### config.mk
export PLATFORM = sky130hd
export DESIGN_NAME = piso_serializer
export DESIGN_NICKNAME = d
export VERILOG_FILES = /design/src/rtl/piso_serializer.sv
export SDC_FILE = /design/constraint.sdc
export NUM_CORES = 1
export LEC_CHECK = 0
export CELL_PAD_IN_SITES_DETAIL_PLACEMENT = 1
export CELL_PAD_IN_SITES_GLOBAL_PLACEMENT = 1
export CORE_UTILIZATION = 42
export CTS_CLUSTER_DIAMETER = 40
export DETAILED_ROUTE_END_ITERATION = 7
export PLACE_DENSITY = 0.89
export SYNTH_ARGS = -nofsm -noshare
export SYNTH_HDL_FRONTEND = slang
export SYNTH_SLANG_ARGS = --single-unit
### constraint.sdc
create_clock -name clk -period 2.2 [get_ports clk]
set_input_delay 0.33 -clock clk [delete_from_list [all_inputs] [get_ports clk]]
set_output_delay 0.33 -clock clk [all_outputs]
set_load 0.01 [all_outputs]
### src/rtl/piso_serializer.sv
// rtl/piso_serializer.sv - MSB-first parallel-to-serial converter with a one-word holding register
// Optional even-parity bit after each word's LSB when PISO_PARITY_EN is defined.
module piso_serializer #(
  parameter int WIDTH = 16
) (
  input  logic             clk,
  input  logic             reset,
  input  logic [WIDTH-1:0] in_data,
  input  logic             in_valid,
  output logic             in_ready,
  output logic             ser_out,
  output logic             frame,
  output logic             busy
);
  localparam int CW = $clog2(WIDTH + 1);
  localparam logic [CW-1:0] CNT_LOAD = CW'(WIDTH - 1);

`ifdef PISO_PARITY_EN
  typedef enum logic [1:0] {IDLE, SHIFT, PARITY} state_t;
`else
  typedef enum logic [1:0] {IDLE, SHIFT} state_t;
`endif

  state_t           state;
  state_t           state_nxt;
  logic [WIDTH-1:0] sh_data;
  logic [CW-1:0]    cnt;
  logic [WIDTH-1:0] hold_data;
  logic             hold_full;
  logic             accept;
  logic             frame_end;
  logic             shift_step;
  logic             reload;
  logic             load_hold;
  logic             load_in;
  logic             load;
  logic             hold_wr;
  logic             go_idle;
  logic [WIDTH-1:0] load_word;
`ifdef PISO_PARITY_EN
  logic             par_bit;
`endif

  assign in_ready = !hold_full && !reset;
  assign accept   = in_valid && in_ready;

  always_ff @(posedge clk) begin
    if (reset) state <= IDLE;
    else       state <= state_nxt;
  end

  always_comb begin
    state_nxt = state;
    case (state)
      IDLE: begin
        if (accept) state_nxt = SHIFT;
      end
      SHIFT: begin
        if (cnt == '0) begin
`ifdef PISO_PARITY_EN
          state_nxt = PARITY;
`else
          state_nxt = (hold_full || accept) ? SHIFT : IDLE;
`endif
        end
      end
`ifdef PISO_PARITY_EN
      PARITY: state_nxt = (hold_full || accept) ? SHIFT : IDLE;
`endif
      default: state_nxt = IDLE;
    endcase
  end

  // The reload edge is the last edge of a frame: either LSB->next MSB or parity->next MSB.
  always_comb begin
    frame_end  = (state == SHIFT) && (cnt == '0);
    shift_step = (state == SHIFT) && (cnt != '0);
`ifdef PISO_PARITY_EN
    reload     = (state == PARITY);
`else
    reload     = frame_end;
`endif
    load_hold  = reload && hold_full;
    load_in    = accept && ((state == IDLE) || (reload && !hold_full));
    load       = load_hold || load_in;
    hold_wr    = accept && (state == SHIFT) && !reload;
    go_idle    = reload && !load;
    load_word  = load_hold ? hold_data : in_data;
  end

  always_ff @(posedge clk) begin
    if (reset) begin
      sh_data   <= '0;
      cnt       <= '0;
      ser_out   <= 1'b0;
      frame     <= 1'b0;
      busy      <= 1'b0;
      hold_full <= 1'b0;
      hold_data <= '0;
`ifdef PISO_PARITY_EN
      par_bit   <= 1'b0;
`endif
    end else begin
      // sh_data holds the bits still to be sent, left-aligned, so the MSB is always next.
      if (load) begin
        sh_data <= load_word << 1;
        ser_out <= load_word[WIDTH-1];
        frame   <= 1'b1;
        busy    <= 1'b1;
        cnt     <= CNT_LOAD;
`ifdef PISO_PARITY_EN
        par_bit <= ^load_word;
`endif
      end else if (shift_step) begin
        sh_data <= sh_data << 1;
        ser_out <= sh_data[WIDTH-1];
        frame   <= 1'b0;
        cnt     <= cnt - CW'(1);
`ifdef PISO_PARITY_EN
      end else if (frame_end) begin
        ser_out <= par_bit;
        frame   <= 1'b0;
`endif
      end else if (go_idle) begin
        ser_out <= 1'b0;
        frame   <= 1'b0;
        busy    <= 1'b0;
      end

      if (load_hold) begin
        hold_full <= 1'b0;
      end else if (hold_wr) begin
        hold_full <= 1'b1;
        hold_data <= in_data;
      end
    end
  end

endmodule

==> run metrics, run 1 <==
Final Net Count=242; die width=69.4 um; Clock Path Buffers=2; Post-Route Utilization=53.5%; DIE AREA=4820 um2; Global Route met1 Usage=23.7%; Routed WL=4500 um; post-synthesis adder-cell area fraction=1.31%; largest cells by area after synthesis=dfxtp_1 (43%), mux2i_1 (17%), o221ai_1 (6.4%); GRT busiest layer=met2; maximum VDD drop=311 uV; clk_lat worst skew=0.29 ns; port bufs=22; Syn Nets=212; Die Height=69.4 um; area of the multi-input gates=990 um2; minimum clock period=2.06 ns; Syn Inst Count=191; static leakage=0.00106 uW; FP Rows=24; RePlAce Congestion=0.769; sequential element share of the synthesized area=43.0%; clock skew=0.00438 ns; RSZ-0062 raised after global routing=no; met3 Usage GRT=3.05%; DR iter-0 viols=72; root buffer cell=clkbuf_8; Least-Margin Pin Slew=0.462 ns; grt met2 use=35.1%; vias in the first global route=1627; GRT Overall Usage=19.8%; via count=1546; Yosys reg bits=41; initial antenna violation count=0; first-pass GRT wire length=7590 um; hpwl dp=3000 um; final setup TNS=0 ns; CTS sink cnt=41; mux cell area share after synthesis=16.8%; Hold Path Stages=2; hold buffers post-CTS=0; Clock transition at path regs=0.08 ns; CP required=2.38 ns; critical path startpoint category=register; Hold/Removal Path Class=register to register; CTS tree=built; Worst EP arrival=2.24 ns; worst reg2reg path depth=9; post-synth top area share=43.0%; register area=821 um2; Inserted Clock Buffers=5; Detail Route Antenna Nets=0; status=finished, final reports clean; Initial DRT Pass Iterations=6; Synth Area in XOR/XNOR=0%; critical path class=register to register; PwrDens=711 nW/um2; crit-path max FO=8; Synth Area in Simple Gates=19.4%; drt wl/cell=16.4 um; EDFF count, synth=0; largest area contributor in the netlist=dfxtp_1; final cycle utilization of the critical path=93.6%; ANT cells=0; I/O pin cnt=23; Syn-to-layout area delta=22.1%; Yosys cell types=33; pins over their slew limit=0; Placeable Area=4350 um2; syn avg cell area=9.99 um2; Mapped Area=1910 um2; largest net degree at the start of global routing=45; largest family of logic cells by synthesized area=simple AND/OR/NAND/NOR gates; vias per cell=5.64; initial core utilization=43.8%; Final Setup Violations=0; asr flop ratio synth=0%; Compound-Gate Fraction of Synth Area=14.2%; relative slew slack=69.1%; commonest cells after routing, fill and taps aside=dfxtp_1 (41), mux2i_1 (32), nor2_1 (22), clkdlybuf4s50_1 (22), o221ai_1 (14); CTS H-Tree Depth=2; max-cap viol count=0; Yosys warnings=0; total grt overflow=0; upper clock frequency limit=0.486 GHz; CP Capture Type=register; DRC=0; Fillers=489; commonest non-fill, non-tap cell in the layout=dfxtp_1; reg2reg setup slack=0.14 ns; Primary FF master, synth=dfxtp_1; fraction of layout cells with a size suffix above 1=12.6%; final hold violation count=0
==> layer usage <==
metal	vias up	share of wire (%)
li1	752	-
met1	765	45
met2	24	51
met3	5	2.3
met4	0	1.4
met5	-	0
==> cells in the mapped netlist, drive strengths merged, types with 3 or more instances <==
master	instances
a31oi	3
buf	7
clkbuf	6
dfxtp	41
inv	4
mux2i	32
nand2	7
nand2b	13
nor2	23
o21a	4
o221ai	14
or3	13
==> flip-flops by register name, summed over array words and instances (netlist names) <==
| signal | flops |
|---|---|
| hold_data | 16 |
| sh_data | 15 |
| cnt | 5 |
| busy | 1 |
| frame | 1 |
| hold_full | 1 |
| ser_out | 1 |
| state | 1 |
==> critical path: stages (launching register included) <==
cell     delay (ns)
dfxtp_1        0.38
inv_1          0.08
ha_1           0.22
nor4b_4        0.13
buf_4          0.17
buf_4          0.13
or3_1          0.38
buf_4          0.21
mux2i_1        0.17
nor2_1         0.07
==> where the power goes <==
group | internal (uW) | switching, uW | leakage (uW) | total, uW
combinational | 150 | 148 | 0.000672 | 298
clock | 284 | 258 | 0.0000542 | 541
sequential | 785 | 31.4 | 0.000334 | 816
total | 1220 | 437 | 0.00106 | 1660
==> path summary, 6_finish.rpt <==
kind	from	endpoint
min	frame	frame
max reg2reg	cnt[0]	hold_data[15]
max	cnt[0]	hold_data[15]
min reg2reg	frame	frame
==> metrics by stage <==
stage                     total power, uW  setup slack [ns]  hold slack [ns]  cell area (um2)  std cells
after floorplan                       994             0.482            0.461             1910        191
after global placement               1100            0.0943            0.469             2200        263
after detailed placement             1110            0.0388            0.467             2200        263
after CTS                            1650             0.116            0.486             2300        271
after global routing                 1730            0.0216            0.493             2330        274
final                                1660             0.141            0.491             2330        274
==> cells by family (layout without fill, tap and decap cells) <==
logic type,count (synthesis),count (layout)
AND/OR/NAND/NOR,66,66
flip-flops,41,41
AO/OA/AOI/OAI,33,33
multiplexers,32,32
buffers and inverters,17,48
adder cells (fa/ha/maj),2,2
==> layout make-up <==
cell class / count / area share, %
inverters: 4 / 0.644
flip-flops and latches: 41 / 35.2
well taps: 52 / 2.79
clock buffers: 7 / 4.14
repair buffers: 36 / 14.5
multi-input cells: 133 / 42.5
clock inverters: 1 / 0.215
==> what timing repair did <==
action / in CTS / in global routing
buffers inserted: 0 / 3
setup endpoints to repair: 0 / 3
gates resized for setup: 0 / 1
endpoints found under the hold margin: 0 / 0
Power figures use the tool's default switching activity.
==> run 2, diff against run 1 <==
HOLD_SLACK_MARGIN = 0.1   (was unset)
==> results of run 2 <==
No change in the layout: final DEF, timing and power equal those of run 1.
==> run 3, diff against run 2 <==
CORE_UTILIZATION = 30   (was 42)
PLACE_DENSITY = 0.71   (was 0.89)
==> run 3 against run 2 <==
Against the previous run:
- highest routed layer unchanged
- design area shrank 0.32%
- power shrank 4.7%
- fmax is 1.5% higher
- largest power group unchanged
- sequential share of layout area up 0.11 points
==> run metrics, run 3 (same netlist as run 1, synthesis figures left out) <==
fraction of layout cells with a size suffix above 1=10.9%; hold path startpoint=frame; Final Power=1580 uW; critical path startpoint category=input pin; clk_lat worst skew=0.29 ns; crit-path max FO=44; hold buffers post-CTS=0; Detail Route Antenna Nets=0; Placeable Area=6030 um2; Least-Margin Pin Slew=0.492 ns; Routed WL=4530 um; minimum clock period=2.03 ns; final setup TNS=0 ns; Largest Register=hold_data; Crit Reg-Reg Startpoint=cnt[0]; largest registers=hold_data x16, sh_data x15, cnt x5; Post-Route Utilization=38.5%; max-cap viol count=0; relative slew slack=67.1%; Inserted Clock Buffers=5; Hold Path End=frame; final cycle utilization of the critical path=92.2%; worst reg2reg path depth=7; die width=81.8 um; final hold violation count=0; via count=1512; Worst EP arrival=1.70 ns; DR iter-0 viols=52; DIE AREA=6680 um2; GRT Overall Usage=15.3%; port bufs=22; CP cell instances=clkdlybuf4s50_1, buf_12, nor2_1, clkdlybuf4s50_1; Crit path max-delay family=buffers and inverters; CP required=1.87 ns; CTS H-Tree Depth=2; number of flip-flops in the largest register=16; largest net degree at the start of global routing=45; Initial DRT Pass Iterations=4; PwrDens=679 nW/um2; Hold/Removal Path Class=register to register; commonest non-fill, non-tap cell in the layout=dfxtp_1; CP Capture Type=output port; DRC=0; drt wl/cell=15.4 um; Critical Path Max Stage Delay=0.54 ns; vias per cell=5.13; Clock transition at path regs=0.07 ns; pins over their slew limit=0; most used cell along the critical path=clkdlybuf4s50_1; commonest cells after routing, fill and taps aside=dfxtp_1 (41), mux2i_1 (32), nor2_1 (23); root buffer cell=clkbuf_8; status=finished, final reports clean; initial core utilization=31.7%; upper clock frequency limit=0.493 GHz; CP max stage cell=clkdlybuf4s50_1; Syn-to-layout area delta=21.7%; CTS tree=built; RSZ-0062 raised after global routing=no; Clock Path Buffers=2; cts repair resizes=0; CTS sink cnt=41; Die Height=81.8 um; total grt overflow=0; initial antenna violation count=0; final worst slack=0.173 ns; Place WS=0.0467 ns; I/O pin cnt=23; FP Rows=28; ANT cells=0; hpwl dp=3240 um; vias in the first global route=1577; Final Net Count=240; critical path class=input pin to output port; RePlAce Congestion=0.736; clock skew=0.00932 ns; maximum VDD drop=325 uV; Reg-to-Reg End=sh_data[14]; reg2reg setup slack=0.26 ns; static leakage=0.00104 uW; Setup Fix Bufs, Post-CTS=0; first-pass GRT wire length=7650 um; Final Setup Violations=0; crit path buf inv count=3; Hold Path Stages=2
## run 3: layer usage
| layer | routed length [um] | global-route usage (%) | up-vias |
|---|---|---|---|
| li1 | - | - | 748 |
| met1 | 2230 | 19.6 | 741 |
| met2 | 2120 | 24.6 | 18 |
| met3 | 105 | 3.00 | 5 |
| met4 | 72 | 6.84 | 0 |
| met5 | 0 | 0 | - |
## run 3: report_power, final
part	total [uW]	switching [uW]	internal, uW
Sequential	815	30.5	785
Clock	480	260	220
Combinational	282	144	138
## run 3: worst max path at each step
stage,start,endpoint,depth (start not counted)
after floorplan,reset,hold_data[10],7
after detailed placement,reset,hold_data[9],6
after CTS,reset,in_ready,4
final,reset,in_ready,4
after global routing,cnt[0],ser_out,7
after global placement,reset,hold_data[11],6
## run 3: worst reg2reg max path, delay by kind of cell (launching register included)
family                   cells  cell delay (ns)
AO/OA/AOI/OAI                1             0.15
adder cells (fa/ha/maj)      1             0.19
buffers and inverters        2             0.33
flip-flops                   1             0.34
AND/OR/NAND/NOR              3             0.84
## run 3: cell type report
cell class	count	area [um2]
fill	712	3700
timing repair buffer	34	323
inverter	4	15.0
multi-input combinational	133	987
clock inverter	2	10.0
tap	75	93.8
sequential	41	821
clock buffer	6	72.6
## run 3: stage by stage
step	instance area [um2]	hold WS, ns	instances
5_1_grt	2320	0.506	295
3_5_place_dp	2240	0.454	287
3_3_place_gp	2240	0.452	287
4_1_cts	2320	0.467	295
2_1_floorplan	1910	0.461	191
6_report	2320	0.463	295
